<file path="src/rtl/fft_frame_ctrl.sv">
// Frames a mono sample stream into FFT blocks and sequences a streaming FFT core.
// The input side builds sop/eop framing, latches the point count and bounds the number
// of frames in flight. The output side checks the returned framing and forwards bins.
module fft_frame_ctrl #(
  parameter int unsigned DATA_W       = 32,
  parameter int unsigned PTS_W        = 11,
  parameter int unsigned DEF_PTS      = 1024,
  parameter int unsigned MAX_INFLIGHT = 2
) (
  input  logic              clk,
  input  logic              reset_n,
  input  logic              enable,
  input  logic [PTS_W-1:0]  cfg_pts,
  input  logic              smp_valid,
  output logic              smp_ready,
  input  logic [DATA_W-1:0] smp_data,
  output logic              fft_sink_valid,
  input  logic              fft_sink_ready,
  output logic              fft_sink_sop,
  output logic              fft_sink_eop,
  output logic [DATA_W-1:0] fft_sink_real,
  output logic [DATA_W-1:0] fft_sink_imag,
  output logic [1:0]        fft_sink_error,
  output logic [PTS_W-1:0]  fft_pts_in,
  input  logic              fft_src_valid,
  output logic              fft_src_ready,
  input  logic              fft_src_sop,
  input  logic              fft_src_eop,
  input  logic [1:0]        fft_src_error,
  input  logic [DATA_W-1:0] fft_src_real,
  input  logic [DATA_W-1:0] fft_src_imag,
  input  logic [PTS_W-1:0]  fft_pts_out,
  output logic              bin_valid,
  input  logic              bin_ready,
  output logic [DATA_W-1:0] bin_real,
  output logic [DATA_W-1:0] bin_imag,
  output logic [PTS_W-1:0]  bin_idx,
  output logic              bin_last,
  output logic              frame_done,
  output logic              err_sticky,
  output logic              cfg_err
);

  localparam logic [PTS_W-1:0] DefPts   = PTS_W'(DEF_PTS);
  localparam logic [PTS_W-1:0] MinLegal = PTS_W'(8);
  localparam logic [PTS_W-1:0] MaxLegal = PTS_W'(1024);
  localparam logic [1:0]       MaxInf   = 2'(MAX_INFLIGHT);

  typedef enum logic {InIdle, InFeed} in_state_e;
  typedef enum logic [1:0] {OutWaitSop, OutRun, OutDrain} out_state_e;

  in_state_e        in_state_q;
  logic [PTS_W-1:0] pts_q;
  logic [PTS_W-1:0] in_cnt_q;
  logic             cfg_err_q;
  logic [1:0]       inflight_q;

  out_state_e       out_state_q;
  logic [PTS_W-1:0] out_pts_q;
  logic [PTS_W-1:0] out_cnt_q;
  logic             frame_done_q;
  logic             err_sticky_q;

  // Point-count FIFO: sized for the largest MAX_INFLIGHT, only MAX_INFLIGHT entries used.
  logic [PTS_W-1:0] fifo_q [4];
  logic [1:0]       wr_ptr_q;
  logic [1:0]       rd_ptr_q;
  logic [1:0]       fifo_cnt_q;

  logic             cfg_legal;
  logic [PTS_W-1:0] sel_pts;
  logic             feed;
  logic             in_last;
  logic             in_fire;
  logic             can_start;
  logic             back_to_back;

  logic             sop_start;
  logic             active;
  logic [PTS_W-1:0] cur_cnt;
  logic [PTS_W-1:0] cur_pts;
  logic             cur_last;
  logic             beat_err;
  logic             src_fire;
  logic             out_frame_end;
  logic             clean_end;

  logic             inc;
  logic             dec;
  logic             push_req;
  logic             pop_req;
  logic             do_push;
  logic             do_pop;
  logic             err_set;

  function automatic logic [1:0] next_ptr(input logic [1:0] p);
    return (p == MaxInf - 2'd1) ? 2'd0 : p + 2'd1;
  endfunction

  // Input-side framing and acceptance, all combinational from the current state.
  always_comb begin
    cfg_legal    = (cfg_pts >= MinLegal) && (cfg_pts <= MaxLegal) &&
                   ((cfg_pts & (cfg_pts - PTS_W'(1))) == '0);
    sel_pts      = cfg_legal ? cfg_pts : DefPts;
    feed         = (in_state_q == InFeed);
    in_last      = (in_cnt_q == pts_q - PTS_W'(1));
    in_fire      = feed && smp_valid && fft_sink_ready;
    can_start    = (inflight_q < MaxInf);
    back_to_back = enable && (({1'b0, inflight_q} + 3'd1) < {1'b0, MaxInf});
  end

  assign fft_sink_valid = feed & smp_valid;
  assign smp_ready      = feed & fft_sink_ready;
  assign fft_sink_sop   = feed && (in_cnt_q == '0);
  assign fft_sink_eop   = feed & in_last;
  assign fft_sink_real  = feed ? smp_data : '0;
  assign fft_sink_imag  = '0;
  assign fft_sink_error = 2'b00;
  assign fft_pts_in     = pts_q;

  // Output-side beat classification; a sop beat in WaitSop is already bin 0 of the frame.
  always_comb begin
    sop_start     = (out_state_q == OutWaitSop) && fft_src_sop;
    active        = (out_state_q == OutRun) || sop_start;
    cur_cnt       = (out_state_q == OutRun) ? out_cnt_q : '0;
    cur_pts       = (out_state_q == OutRun) ? out_pts_q : fifo_q[rd_ptr_q];
    cur_last      = (cur_cnt == cur_pts - PTS_W'(1));
    // Early eop and missing eop both show up as eop disagreeing with the last index.
    beat_err      = active && fft_src_valid && ((fft_src_error != 2'b00) || (fft_src_eop != cur_last));
    fft_src_ready = active ? (beat_err | bin_ready) : 1'b1;
    src_fire      = fft_src_valid & fft_src_ready;
    out_frame_end = src_fire && fft_src_eop && (active || (out_state_q == OutDrain));
    clean_end     = src_fire && active && fft_src_eop && !beat_err;
  end

  assign bin_valid = active & fft_src_valid & ~beat_err;
  assign bin_real  = active ? fft_src_real : '0;
  assign bin_imag  = active ? fft_src_imag : '0;
  assign bin_idx   = active ? cur_cnt : '0;
  assign bin_last  = active & cur_last;

  // Bookkeeping requests and every error source feeding err_sticky.
  always_comb begin
    inc      = in_fire & fft_sink_eop;
    dec      = out_frame_end;
    push_req = in_fire & fft_sink_sop;
    pop_req  = src_fire & sop_start;
    do_pop   = pop_req && (fifo_cnt_q != 2'd0);
    do_push  = push_req && ((fifo_cnt_q < MaxInf) || do_pop);
    err_set  = (src_fire && (out_state_q == OutWaitSop) && !fft_src_sop) ||
               (src_fire && beat_err) ||
               (src_fire && active && (fft_pts_out != cur_pts)) ||
               (inc && !dec && (inflight_q == MaxInf)) ||
               (dec && !inc && (inflight_q == 2'd0)) ||
               (push_req && !do_push) || (pop_req && !do_pop);
  end

  // Input FSM: start frames while below the in-flight limit, latch the point count.
  always_ff @(posedge clk or negedge reset_n) begin
    if (!reset_n) begin
      in_state_q <= InIdle;
      pts_q      <= DefPts;
      in_cnt_q   <= '0;
      cfg_err_q  <= 1'b0;
    end else begin
      cfg_err_q <= 1'b0;
      unique case (in_state_q)
        InIdle: begin
          if (enable && can_start) begin
            pts_q      <= sel_pts;
            cfg_err_q  <= ~cfg_legal;
            in_cnt_q   <= '0;
            in_state_q <= InFeed;
          end
        end
        InFeed: begin
          if (in_fire) begin
            if (in_last) begin
              in_cnt_q <= '0;
              if (back_to_back) begin
                pts_q     <= sel_pts;
                cfg_err_q <= ~cfg_legal;
              end else begin
                in_state_q <= InIdle;
              end
            end else begin
              in_cnt_q <= in_cnt_q + PTS_W'(1);
            end
          end
        end
        default: in_state_q <= InIdle;
      endcase
    end
  end

  // Output FSM: track bin index, drop bad frames until eop, pulse frame_done on clean ends.
  always_ff @(posedge clk or negedge reset_n) begin
    if (!reset_n) begin
      out_state_q  <= OutWaitSop;
      out_pts_q    <= '0;
      out_cnt_q    <= '0;
      frame_done_q <= 1'b0;
    end else begin
      frame_done_q <= clean_end;
      unique case (out_state_q)
        OutWaitSop, OutRun: begin
          if (src_fire && active) begin
            out_cnt_q <= cur_cnt + PTS_W'(1);
            if (sop_start) out_pts_q <= fifo_q[rd_ptr_q];
            if (fft_src_eop)   out_state_q <= OutWaitSop;
            else if (beat_err) out_state_q <= OutDrain;
            else               out_state_q <= OutRun;
          end
        end
        OutDrain: begin
          if (src_fire && fft_src_eop) out_state_q <= OutWaitSop;
        end
        default: out_state_q <= OutWaitSop;
      endcase
    end
  end

  // Point-count FIFO: written at input sop, read at output sop.
  always_ff @(posedge clk or negedge reset_n) begin
    if (!reset_n) begin
      for (int i = 0; i < 4; i++) fifo_q[i] <= '0;
      wr_ptr_q   <= 2'd0;
      rd_ptr_q   <= 2'd0;
      fifo_cnt_q <= 2'd0;
    end else begin
      if (do_push) begin
        fifo_q[wr_ptr_q] <= pts_q;
        wr_ptr_q         <= next_ptr(wr_ptr_q);
      end
      if (do_pop) rd_ptr_q <= next_ptr(rd_ptr_q);
      if (do_push && !do_pop)      fifo_cnt_q <= fifo_cnt_q + 2'd1;
      else if (do_pop && !do_push) fifo_cnt_q <= fifo_cnt_q - 2'd1;
    end
  end

  // In-flight counter (saturating) and the sticky error flag.
  always_ff @(posedge clk or negedge reset_n) begin
    if (!reset_n) begin
      inflight_q   <= 2'd0;
      err_sticky_q <= 1'b0;
    end else begin
      if (inc && !dec && (inflight_q != MaxInf))     inflight_q <= inflight_q + 2'd1;
      else if (dec && !inc && (inflight_q != 2'd0)) inflight_q <= inflight_q - 2'd1;
      err_sticky_q <= err_sticky_q | err_set;
    end
  end

  assign frame_done = frame_done_q;
  assign err_sticky = err_sticky_q;
  assign cfg_err    = cfg_err_q;

endmodule

</file>
<file path="config.mk">
export PLATFORM = sky130hd
export DESIGN_NAME = fft_frame_ctrl
export DESIGN_NICKNAME = d
export VERILOG_FILES = /design/src/rtl/fft_frame_ctrl.sv
export SDC_FILE = /design/constraint.sdc
export NUM_CORES = 1
export LEC_CHECK = 0
export CAP_MARGIN = 25
export CORE_MARGIN = 1
export CORE_UTILIZATION = 27
export DETAILED_ROUTE_END_ITERATION = 10
export GPL_TIMING_DRIVEN = 1
export PLACE_DENSITY = 0.57
export SYNTH_ARGS = -nofsm -noshare
export SYNTH_HDL_FRONTEND = slang
export SYNTH_SLANG_ARGS = --single-unit
</file>
<file path="constraint.sdc">
create_clock -name clk -period 5.8 [get_ports clk]
set_input_delay 0.87 -clock clk [delete_from_list [all_inputs] [get_ports clk]]
set_output_delay 0.87 -clock clk [all_outputs]
set_load 0.05 [all_outputs]
</file>
* Yosys cells after proc, flatten, opt, wreduce, memory -nomap -nowiden
Index checks and enable logic that the tools add are counted.
Word-level totals: register bits 102, logic and storage cells 178
Operators by class: $add $sub $neg 12, magnitude comparators 8, equal/unequal tests 16, multiplexer cells 44, bitwise logic cells 18, reduce and logical (&&, ||, !) cells 63
Operator list (count):
- 11-bit two-way mux | 14
- 32-bit two-way mux | 3
- 44-bit bitwise mux | 1
- 11-bit one-hot mux with 2 select lines | 2
- 11-bit by 1-bit subtractor with 11-bit output (second input constant) | 3
- 1-bit logical AND | 32
- 11-bit by 1-bit adder with 11-bit output (second input constant) | 2
- 11-bit binary-select mux with 2-bit select | 1
- 11-bit demux with 2-bit select | 1
- 11-bit == test | 2
- 11-bit zero test | 2
- 2-bit two-way mux | 10
- 11-bit AND | 1
- 11-bit by 4-bit greater-or-equal comparator with 1-bit output (second input constant) | 1
- 11-bit <= comparator (second input constant) | 1
- 11-bit != test | 1
- 1-bit AND | 10
- 1-bit logical OR | 10
- 2-bit nonzero test | 5
- 1-bit two-way mux | 9
- 2-bit by 1-bit adder with 2-bit output (second input constant) | 4
- 2-bit by 1-bit != test with 1-bit output (second input constant) | 4
- 2-bit by 1-bit == test with 1-bit output (second input constant) | 3
- 3-bit greater-or-equal comparator (second input constant) | 2
- other kinds (19) | 37

* Depth between registers and ports, before layout
depth in word-level cells 23, depth in mapped cells 19, mapped depth without buffers 15

* Worst setup path before layout
OpenSTA, ideal clock, no wires.
path type flip-flop to output port, start reg out_state_q[1], end out bin_valid, data arrival time 4.426 ns, setup slack 0.504 ns, cell stages (with the launch flop) 17, buffers on the path 4, cell sequence dfrtp_1 > buf_2 > nand2b_1 > buf_2 > buf_2 > buf_1 > mux2i_1 > ha_1 > nor4b_1 > a31o_1 > a31oi_1 > or4b_4 > a2111oi_4 > nand2_1 > xor2_1 > nand2_1 > nor2_1
Between the ends: longest elaborated chain between the ends 9, elaborated cells between the ends (all ways) 15, those cells by class add/sub (1); eq/ne (3); mux (2); bitwise (3); reduce/logical (6)
Ends and longest elaborated chain:
- start: declaration | RTL line 58 | out_state_e out_state_q;
- start signal: assignment | RTL line 199 | out_state_q <= OutWaitSop;
- start signal: assignment | RTL line 210 | if (fft_src_eop) out_state_q <= OutWaitSop;
- start signal: assignment | RTL line 211 | else if (beat_err) out_state_q <= OutDrain;
- 2-bit by 1-bit == test with 1-bit output | RTL line 124, 125, 126
- 11-bit two-way mux | RTL line 126 | cur_pts = (out_state_q == OutRun) ? out_pts_q : fifo_q[rd_ptr_q];
- 11-bit by 1-bit subtractor with 11-bit output | RTL line 127 | cur_last = (cur_cnt == cur_pts - PTS_W'(1));
- 11-bit == test | RTL line 127
- 1-bit != test | RTL line 129 | beat_err = active && fft_src_valid && ((fft_src_error != 2'b00) || (fft_src_eop != cur_last));
- 1-bit logical OR | RTL line 129
- 1-bit logical AND | RTL line 129
- 1-bit NOT | RTL line 136 | assign bin_valid = active & fft_src_valid & ~beat_err;
- 1-bit AND (*) | RTL line 136
- end: declaration | RTL line 33 | output logic bin_valid,
Every way passes the cells marked *; elsewhere a longest branch is shown, timed or not.

* Final worst setup path
start reg out_state_q[1], end out fft_src_ready
Between the ends: longest elaborated chain between the ends 9, elaborated cells between the ends (all ways) 14, those cells by class add/sub (1); eq/ne (3); mux (3); bitwise (1); reduce/logical (6)
Ends and longest elaborated chain:
- 2-bit by 1-bit == test with 1-bit output | RTL line 124, 125, 126
- 11-bit two-way mux | RTL line 126
- 11-bit by 1-bit subtractor with 11-bit output | RTL line 127
- 11-bit == test | RTL line 127
- 1-bit != test | RTL line 129
- 1-bit logical OR | RTL line 129
- 1-bit logical AND | RTL line 129
- 1-bit bitwise OR | RTL line 130 | fft_src_ready = active ? (beat_err | bin_ready) : 1'b1;
- 1-bit two-way mux (*) | RTL line 130
- end: declaration | RTL line 26 | output logic fft_src_ready,
Marks and branches as above.

==> flow_summary.yaml <==
global_route:
  grt_pass1_wl_mm: 34.2
  grt_pass1_vias: 6105
  grt_overflow_total: 0
  grt_max_degree: 65
  grtUsageTotal: 0.155
  antenna_found_initial: 0
placed_design:
  gp_congestion: 0.915
  dp_hpwl_mm: 16.8
  dp_slack_ps: 568
  place_area_um2: 10000
  io_buffers: 256
worst_setup_path:
  arrival_ps: 4590
  crit_required_ps: 4930
  cp_common_cell: "nand2_1"
  crit_path_max_fanout: 16
  setup.worst_path.end_class: "output port"
  crit_chain: "nand2b_2, mux2i_1, ha_1, nor4b_1, a31o_1, a31oi_1, or4b_4, a2111oi_4, nand2_1, xor2_1, nand2_1, a211o_1, buf_4"
  worstSetupPathType: "flop to output port"
  cp-start-kind: "flop"
  timing.critical_path.slowest_cell_delay_ps: 560
  critical-path-slowest-cell: "or4b_4"
die:
  die_h_um: 167
  ioPinCount: 291
  fp.dieArea_um2: 27900
  initial_core_util: 0.274
  placementRows: 60
  core_um2: 26900
  die_w_um: 167
timing:
  slew_violations: 0
  setup_viol: 0
  tns_ps: 0
  finalHoldViolations: 0
  relSlewSlack: 0.405
  max_freq_mhz: 183
  worst_slew_pin_slew_ps: 893
  worst_clock_skew_ps: 11.0
  period_share: 0.941
  fin_ws_ps: 342
  fin_crit_ps: 5460
  rsz0062_at_grt: "false"
cts:
  clk_pin_slew_ps: 70
  cts_buffers: 9
  cts.path.max_buffers: 2
  cts.sinks: 102
  ctsHoldBuffers: 0
  cts_tree: "yes"
  h-tree-depth: 3
  cts_setup_buffers: 0
  clock_latency_ps: 350
  cts_root_buf: "clkbuf_16"
synthesis:
  ys_seq_area_frac: 0.347
  post_synth_num_cell_types: 74
  postSynthAreaPerCell_um2: 9.55
  synth_warnings: 0
  ys_ff_latch: 102
  netlist_instances: 771
  synthArstFlopShare: 1.00
  synth-edff-count: 0
  synth_area_um2: 7360
  synth_ff_type: "dfrtp_1"
cells_and_area:
  multi_input_area_um2: 4340
  final_nets: 1129
  fill_cells: 2688
  fin_area_um2: 10400
  syn_to_final_growth_pct: 41.0
  drive_gt1_frac: 0.101
  final_util: 0.386
  seq_area_um2: 2550
  antenna_cells: 0
route:
  vias: 6162
  via_per_inst: 4.60
  first_pass_iters: 4
  drc: 0
  drt-initial-drc-count: 358
  drt-total-wl_mm: 21.6
  avgRoutedWirePerCell_um: 16.1
  drtAntennaViolNets: 0
flow_run:
  maxCapViolCount: 0
power_and_ir_drop:
  p_total_uw: 3090
  p_leak_uw: 0.00434
  power.density_nw_per_um2: 298
  ir_drop_mv: 0.174
outcome:
  outcome: "finished, final reports clean"
hold_path:
  hp-class: "flop to flop"
## routing by layer
layer	vias up	wire, um	GRT usage
met3	17	1010	0.0260
met4	0	195	0.0330
met1	2936	10100	0.216
li1	3049	-	-
met5	-	0	0
met2	160	10300	0.251
## power by group
part	leakage, uW	internal (uW)	total (uW)	switching, uW
sequential	0.00136	795	885	89.7
clock	0.000177	467	749	282
combinational	0.00280	585	1460	874
## cells in the mapped netlist (5+ instances only)
cell type / count / share of area
nor2b_1: 7 / 0.0059
mux4_2: 8 / 0.024
mux2_2: 8 / 0.012
o22ai_1: 6 / 0.0051
xnor2_1: 19 / 0.023
o21a_1: 6 / 0.0061
and2_1: 116 / 0.099
xor2_1: 29 / 0.034
o21ai_0: 28 / 0.019
nor2_1: 40 / 0.020
o211ai_1: 5 / 0.0051
nor3_1: 19 / 0.013
mux2i_1: 24 / 0.033
and3_1: 14 / 0.012
o21ai_1: 8 / 0.0054
nand3_1: 16 / 0.011
nand2_1: 53 / 0.027
mux2_4: 39 / 0.080
inv_1: 19 / 0.0097
ha_1: 6 / 0.010
buf_2: 8 / 0.0054
a21oi_1: 10 / 0.0068
dfrtp_1: 101 / 0.34
buf_4: 34 / 0.035
mux2_1: 5 / 0.0076
clkbuf_1: 31 / 0.016
a31oi_1: 10 / 0.0085
nor4_1: 9 / 0.0076
nand2b_1: 8 / 0.0068
## per-stage QoR
stage	std cells	hold WS (ps)
floorplan	804	451
global placement	1324	467
detailed placement	1324	476
CTS	1340	492
global route	1340	504
finish	1340	487
## final timing paths
check,slack (ps),endpoint,startpoint,cells after the start
min in group asynchronous,620,in_cnt_q[9],reset_n,1
setup / recovery,340,fft_src_ready,out_state_q[1],13
setup reg to reg,1000,out_pts_q[10],out_state_q[1],11
max in group asynchronous,4160,fifo_q[41],reset_n,2
hold / removal,490,fifo_q[13],fifo_q[13],1
hold reg to reg,490,fifo_q[13],fifo_q[13],1
## critical path: cells and delay by family (launching register included)
family                     cells  cell delay, ps
adders and majority gates      1             300
buffers and inverters          1             190
muxes                          1             360
AOI/OAI and AO/OA              4             990
DFF                            1             530
xor gates and xnor gates       1             210
and+or+nand+nor                5            1650
## logic make-up after synthesis
kind of cell / count (synthesis) / share of synthesized area
and+or+nand+nor: 314 / 0.237
AOI/OAI and AO/OA: 109 / 0.102
buffers and inverters: 103 / 0.0819
DFF: 102 / 0.347
muxes: 86 / 0.161
xor gates and xnor gates: 48 / 0.0571
adders and majority gates: 8 / 0.0129
other: 1 / 0.000509
## placed cells by master, fill, tap and decap left out, types with 4 or more instances in the layout
cell type and instances:
clkdlybuf4s50_1 252, and2_1 116, dfrtp_1 101, nand2_1 53
nor2_1 39, mux2_4 39, conb_1 34, xor2_1 29
o21ai_0 28, mux2i_1 24, inv_1 19, nor3_1 19
xnor2_1 19, nand3_1 16, and3_1 14, a31oi_1 10
a21oi_1 10, nor4_1 9, clkbuf_16 9, o21ai_1 8
mux2_2 8, mux4_2 8, buf_4 8, nand2b_1 7
nor2b_1 6, o21a_1 6, o22ai_1 6, ha_1 6
o211ai_1 5, mux2_1 5, o31ai_1 4, nand4_1 4
a211o_1 4, nor3b_1 4, nor4b_1 4, bufinv_16 4
## sequential cells by signal, summed over array words and instances (netlist names), 11 cells and up
signal,cells
in_cnt_q,11
fft_pts_in,11
out_cnt_q,11
out_pts_q,11
fifo_q,44
## cell type report
type | instances | area share
Timing Repair Buffer | 262 | 0.253
Sequential cell | 102 | 0.246
Clock inverter | 6 | 0.0129
Inverter | 20 | 0.00723
Clock buffer | 10 | 0.0221
Multi-Input combinational cell | 599 | 0.418
Tap cell | 341 | 0.0411
## what timing repair did
action | CTS | global route
setup endpoints to repair | 0 | 2
resized for setup | 0 | 1
endpoints found under the hold margin | 0 | 0
Note: power is estimated with default switching activity, not from simulation.
==> RTL change, RTL diff (same settings) <==
Set the parameter `DATA_W` to 28 (it was 32).
--- a/src/rtl/fft_frame_ctrl.sv
+++ b/src/rtl/fft_frame_ctrl.sv
@@ -2,7 +2,7 @@
 // The input side builds sop/eop framing, latches the point count and bounds the number
 // of frames in flight. The output side checks the returned framing and forwards bins.
 module fft_frame_ctrl #(
-  parameter int unsigned DATA_W       = 32,
+  parameter int unsigned DATA_W       = 28,
   parameter int unsigned PTS_W        = 11,
   parameter int unsigned DEF_PTS      = 1024,
   parameter int unsigned MAX_INFLIGHT = 2
Ports: changed (7 resized); port bits go from 291 to 263. The function was not compared with the original's and may differ.
==> RTL change against the original RTL <==
Die area is 0.35% higher; worst setup slack better by 330 ps; wire length is 0.27% lower; sequential cell count stayed put; area after synthesis is 0.36% higher; synthesized cell count is 1.2% lower; power is 3.8% lower; cell area is 1.9% lower; global-route usage hardly changed; hold slack better by 23 ps; final cell count is 1.9% lower; clock skew is 3.2 ps lower; via count is 1.6% higher; count of clock-buffer cells in the layout is 1 lower; critical endpoint unchanged; largest power group unchanged; highest routed layer unchanged.
==> RTL change: results (changes against the original RTL) <==
[status]
status = complete, no violations

[global_routing]
grt_use_met3 = 0.0312  ; +0.00520
grt_pass1_vias = 6061  ; -0.72%
grt_max_degree = 59  ; -9.2%
use_met1 = 0.224  ; +0.00771
grt_pass1_wl_mm = 34.5  ; +0.73%
grt_use_met2 = 0.241  ; -0.00956
grt_usage = 0.155  ; -0.000322

[final_layout]
sh_seq_area = 0.251  ; +0.00481
area_share_nonclk_buffers = 0.235  ; -0.0174
nMultiInputCombCells = 588  ; -1.8%
nFillCells = 2696  ; +0.30%
final_cell_area_mm2 = 0.0102  ; -1.9%
layout.nets = 1091  ; -3.4%
inv_count = 26  ; +30%
buffers = 241  ; -8.0%
multi_input_area_share = 0.433  ; +0.0155
layout-drive-gt1-share = 0.124  ; +0.0233

[place]
io_buffer_count = 232  ; -9.4%
placed_cell_area_mm2 = 0.00988  ; -1.3%
post-place-ws_ps = 1060  ; +491 ps
gp_congestion = 0.905  ; -1.1%
dp.cells = 1298  ; -2.0%

[power]
power_leakage_nw = 4.30  ; -0.84%
vdd_drop_max_v = 0.000138  ; -21%

[synth]
synth_compound_area_frac = 0.117  ; +0.0150
synth-xor-area-share = 0.0510  ; -0.00613
synth_cells = 762  ; -1.2%
synth_fa_ha_area_frac = 0.0129  ; -0.0000459
muxShareOfSynthArea = 0.185  ; +0.0233
synth_top_cells_by_area = dfrtp_1, and2_1, mux2_4
netlist_top_cells_count = dfrtp_1, and2_1, nor2_1

[critical_path]
r2r_slack_ps = 1210  ; +210 ps
worstPathArrival_ps = 4250  ; -340 ps

[timing]
fin_skew_ps = 7.79  ; -3.20 ps
whs_ps = 509  ; +23.0 ps
period_minus_slack_ps = 5120  ; -334 ps
slew_headroom = 0.385  ; -0.0194

[drt]
drtIter0Drc = 365  ; +2.0%
viasPerCell = 4.77  ; +3.6%
wl_met3_um = 901  ; -11%
routedWlPerCell_um = 16.4  ; +1.7%
wl_mm = 21.6  ; -0.27%
dr.pass1.iters = 5  ; +1
wl_met2_mm = 9.83  ; -4.5%

[floorplan]
dieArea_mm2 = 0.0280  ; +0.35%

RTL change: worst max-delay path, cell delays in order, from the launching register on:
cell and delay [ps]:
dfrtp_1 660, mux4_2 440, nand2_1 110, a21boi_0 350
ha_1 320, nor2b_1 210, nor3_1 60, o21ai_0 160
a211oi_1 90, a211oi_1 440, a2111oi_4 140, xnor2_1 230
nand2_1 140, a211o_1 340, buf_4 200
RTL change: final timing paths:
| kind | from | depth (start not counted) | endpoint |
|---|---|---|---|
| max in group asynchronous | reset_n | 2 | fifo_q[43] |
| setup reg to reg | rd_ptr_q[1] | 18 | fifo_cnt_q[1] |
| min in group asynchronous | reset_n | 1 | out_pts_q[4] |
| hold reg to reg | fifo_q[33] | 1 | fifo_q[33] |
| hold / removal | fifo_q[33] | 1 | fifo_q[33] |
| setup / recovery | rd_ptr_q[1] | 14 | fft_src_ready |
RTL change: where the power goes:
part	internal [mW]	total, mW	switching, mW
combinational	0.624	1.33	0.708
sequential	0.862	1.04	0.175
clock	0.302	0.606	0.304
